<file path="config.mk">
export PLATFORM = sky130hd
export DESIGN_NAME = data_mem_responder
export DESIGN_NICKNAME = d
export VERILOG_FILES = /design/src/rtl/data_mem_responder.sv
export SDC_FILE = /design/constraint.sdc
export NUM_CORES = 2
export LEC_CHECK = 0
export ABC_CLOCK_PERIOD_IN_PS = 5200
export BUFFER_PORTS_ARGS = -buffer_cell sky130_fd_sc_hd__buf_2
export CORE_ASPECT_RATIO = 0.5
export CORE_MARGIN = 2
export CORE_UTILIZATION = 47
export CTS_BUF_LIST = sky130_fd_sc_hd__clkbuf_4
export CTS_CLUSTER_SIZE = 12
export DETAILED_ROUTE_END_ITERATION = 8
export PLACE_DENSITY = 0.64
export RECOVER_POWER = 25
export SYNTH_ARGS = -nofsm -noshare
export SYNTH_HDL_FRONTEND = slang
export SYNTH_SLANG_ARGS = --single-unit
export TNS_END_PERCENT = 20
</file>
<file path="constraint.sdc">
create_clock -name clk -period 5.2 [get_ports clk]
set_input_delay 1.04 -clock clk [delete_from_list [all_inputs] [get_ports clk]]
set_output_delay 1.04 -clock clk [all_outputs]
set_load 0.02 [all_outputs]
</file>
<file path="src/rtl/data_mem_responder.sv">
// Word-addressed data memory answering controller strobes after a fixed,
// programmable latency, with a busy/valid handshake and out-of-range error flag.
module data_mem_responder #(
    parameter int DATAWIDTH = 16,
    parameter int ADDRWIDTH = 8,   // must be < DATAWIDTH
    parameter int LATENCY   = 2    // 1..15
) (
    input  logic                 clk,
    input  logic                 rst,
    input  logic                 en,
    input  logic                 memen,
    input  logic                 memwrite,
    input  logic [DATAWIDTH-1:0] memsel,
    input  logic [DATAWIDTH-1:0] memout,
    output logic [DATAWIDTH-1:0] memin,
    output logic                 busy,
    output logic                 valid,
    output logic                 err
);

    localparam logic [1:0] IDLE = 2'd0;
    localparam logic [1:0] WAIT = 2'd1;
    localparam logic [1:0] RESP = 2'd2;

    logic [1:0]           state;
    logic [3:0]           cnt;
    logic [DATAWIDTH-1:0] lat_addr;
    logic [DATAWIDTH-1:0] lat_data;
    logic                 lat_wr;
    logic [DATAWIDTH-1:0] mem [2**ADDRWIDTH];

    logic                 in_range;
    logic [ADDRWIDTH-1:0] idx;
    logic                 accept;
    logic                 complete;

    assign in_range = (lat_addr[DATAWIDTH-1:ADDRWIDTH] == '0);
    assign idx      = lat_addr[ADDRWIDTH-1:0];
    assign accept   = en && memen && ((state == IDLE) || (state == RESP));
    assign complete = en && (state == WAIT) && (cnt == 4'd0);

    assign busy  = (state == WAIT);
    assign valid = (state == RESP);

    always_ff @(posedge clk) begin
        if (rst) begin
            state <= IDLE;
            cnt   <= 4'd0;
            memin <= '0;
            err   <= 1'b0;
        end else if (en) begin
            if (accept) begin
                lat_addr <= memsel;
                lat_data <= memout;
                lat_wr   <= memwrite;
                cnt      <= 4'(LATENCY - 1);
                state    <= WAIT;
            end else begin
                case (state)
                    WAIT: begin
                        if (cnt != 4'd0) begin
                            cnt <= cnt - 4'd1;
                        end else begin
                            state <= RESP;
                            if (!in_range) begin
                                memin <= '0;
                                err   <= 1'b1;
                            end else if (lat_wr) begin
                                memin <= lat_data;   // write echoes the stored word
                                err   <= 1'b0;
                            end else begin
                                memin <= mem[idx];
                                err   <= 1'b0;
                            end
                        end
                    end
                    default: state <= IDLE;
                endcase
            end
        end
    end

    // Storage is deliberately not reset; reset only blocks a pending commit.
    always_ff @(posedge clk) begin
        if (!rst && complete && lat_wr && in_range)
            mem[idx] <= lat_data;
    end

endmodule
</file>
==> results.txt <==
outcome -> finished, violations left
failing checks -> max-capacitance violations, max-slew violations
worst slack, placed -> -425.0 ps
Multi-input gate area -> 33,370 µm²
initial core utilization -> 47.30%
CP endpoint kind -> flip-flop
clk_lat worst skew -> 1510 ps
Final Power -> 0.06464 W
Die Area -> 346,200 µm²
flip-flop and latch count after synthesis -> 4,160
largest net degree at the start of global routing -> 154
pins over their slew limit -> 1,867
Tcrit/Tclk final -> 96.78%
Layout Cells excl Fill -> 13,730
nets -> 8,553
all-layer global routing usage -> 25.41%
crit-path cells -> clkbuf_2 > buf_4
DR DRC count -> 0
MaxCap Viol Count -> 20
vias in the first global route -> 82,750
gp weighted congestion -> 0.9284
unrepaired setup endpoints after global routing -> no
dpl hpwl -> 271,800 µm
Chip Width -> 830.2 µm
CP max-delay cell -> clkbuf_2
Rel. slew slack -> -163.8%
routed vias/inst -> 6.145
type of the tightest min-delay check -> in -> reg
Synthesis Warnings -> 0
Synth Cell Area -> 160,400 µm²
Die Y -> 417.1 µm
post-route ant nets -> 0
CP arrival -> 6120 ps
drt pass-1 iters -> 6
Post-Layout Inst Area -> 181,100 µm²
Max Freq -> 198.7 MHz
FF+latch area -> 124,600 µm²
vias post-DR -> 84,370
CP startpoint kind -> flip-flop
Crit path required time -> 6290 ps
initial DRC count -> 12,620
Placed Cells -> 12,090
CORE AREA -> 339,100 µm²
Finished Core Util -> 53.40%
Setup WS post-layout -> 167.3 ps
post-CTS setup buffer count -> 0
# port buffers -> 55
global-route wire length before repair -> 624,900 µm
CP max stage delay -> 2610 ps
fillers -> 26,190
post-layout min period -> 5033 ps
deepest clock path buffer count -> 4
maximum VDD drop -> 190.0 µV
syn_area_per_cell -> 21.93 µm²
sequential share of the synthesized area -> 77.69%
synthesized net count -> 7,353
CP Class -> reg -> reg
count of cell types in the netlist -> 87
ys flop type -> edfxtp_1
drt total wl -> 446,400 µm
Syn Inst Count -> 7,315
share of layout cells above drive strength 1 -> 34.43%
CTS tree -> built
critical path peak fanout -> 145
Synth async-reset ratio -> 0%
Final Hold Fails -> 0
H-tree levels -> 6
P_leak -> 58.25 nW
FP Rows -> 151
Power Density -> 356.9 nW/µm²
Setup violations, final -> 0
Post-synth EDFFs -> 4,129
grt ovf -> 0
root buf cell -> clkbuf_4
Num CTS Buffers -> 904
initial antenna violation count -> 37
Post-Place Cell Area -> 169,300 µm²
WL/cell -> 32.51 µm
clk slew on worst S/H paths -> 80 ps
I/O pin count -> 56
area grow syn2layout -> 12.90%
Worst Max-Slew Pin Slew -> 3957 ps
# clock sinks -> 4,160
Worst Skew -> 112.9 ps
## synthesized netlist by cell type, types with 39 or more instances
library cell / n / area share (%)
a21oi_1: 87 / 0.27
a221oi_1: 64 / 0.35
a22oi_1: 89 / 0.42
buf_2: 124 / 0.39
buf_4: 72 / 0.34
buf_6: 57 / 0.40
clkbuf_1: 113 / 0.26
edfxtp_1: 4129 / 77
mux2_2: 64 / 0.45
mux2i_1: 251 / 1.6
mux4_1: 39 / 0.64
mux4_2: 915 / 13
nand2_1: 209 / 0.49
nand3_1: 70 / 0.22
nor2_1: 371 / 0.87
o21ai_0: 112 / 0.35
o22ai_1: 74 / 0.29
## layout make-up
type / count / share of cell area (%)
Sequential cell: 4160 / 68.82
Multi-Input combinational cell: 2737 / 18.43
Clock buffer: 1399 / 5.799
Timing Repair Buffer: 704 / 3.204
Tap cell: 4513 / 3.118
Clock inverter: 193 / 0.5873
Inverter: 8 / 0.02073
Antenna cell: 15 / 0.02073
## path summary, 6_finish.rpt
path	slack, ps	start	to	depth (start not counted)
min	300	memout[11]	lat_data[11]	2
max reg2reg	170	lat_data[4]	mem[160][4]	2
min reg2reg	490	cnt[0]	cnt[0]	2
max	170	lat_data[4]	mem[160][4]	2
## per-layer routing
metal	track usage [%]	up-vias	wire length [µm]
met1	36.89	44070	176500
met2	37.45	5459	199500
met5	0	-	169
li1	-	33990	-
met4	9.430	26	17450
met3	6.627	822	52800
## cell usage in the layout, fill, tap and decap left out, drive strengths merged, types with 17 or more instances in the layout
master | synthesis | routed
edfxtp | 4129 | 4129
clkbuf | 127 | 1432
mux2 | 64 | 64
buf | 280 | 634
dlygate4sd3 | 0 | 37
nand4 | 17 | 17
nor2b | 25 | 25
a22o | 25 | 25
mux2i | 251 | 251
nand2 | 209 | 209
nor2 | 371 | 371
mux4 | 954 | 954
o221ai | 31 | 31
a31oi | 20 | 20
clkinv | 1 | 154
a2111oi | 18 | 18
a22oi | 89 | 89
inv | 7 | 27
a21oi | 87 | 87
a221oi | 65 | 65
nor3 | 26 | 26
nand3 | 70 | 70
o22ai | 74 | 74
o21ai | 113 | 113
dfxtp | 31 | 31
## cell families (layout without fill, tap and decap cells)
| logic type | Yosys count | in the layout | synth area share, % |
|---|---|---|---|
| flops | 4160 | 4160 | 77.69 |
| mux | 1269 | 1269 | 15.50 |
| simple gates | 807 | 807 | 2.215 |
| compound gates | 658 | 658 | 2.889 |
| buf+inv | 418 | 2304 | 1.687 |
| xor+xnor | 2 | 2 | 0.01092 |
| fa+ha+maj | 1 | 1 | 0.007799 |
| other cells | 0 | 15 | 0 |
## where the power goes
group	internal, W	switching (W)
registers	0.0366	0.0000646
logic	0.00103	0.00180
clock network	0.0126	0.0125
total	0.0502	0.0144
## worst max-delay path: cells and delay by family (launching register included)
kind / cells / cell delay [ps]
flip-flops: 1 / 570
buffers and inverters: 2 / 3650
## state kept, by name, summed over array words and instances (netlist names), named ones only
signal / flops
state: 2
mem: 4096
cnt: 4
lat_data: 16
lat_wr: 1
lat_addr: 16
memin: 16
err: 1
## per-stage QoR
stage | hold WS (ps) | setup TNS, ps
final | 302.7 | 0
after floorplan | 445.1 | 0
after global placement | 472.3 | -1665
after CTS | 147.8 | 0
after global routing | 232.3 | 0
after detailed placement | 482.8 | -750.3
## what timing repair did
| action | CTS | global route |
|---|---|---|
| hold buffers | 37 | 0 |
| endpoints found under the hold margin | 56 | 0 |
| gates resized for setup | 0 | 4 |
| setup endpoints to repair | 0 | 2 |
Power figures use the tool's default switching activity.
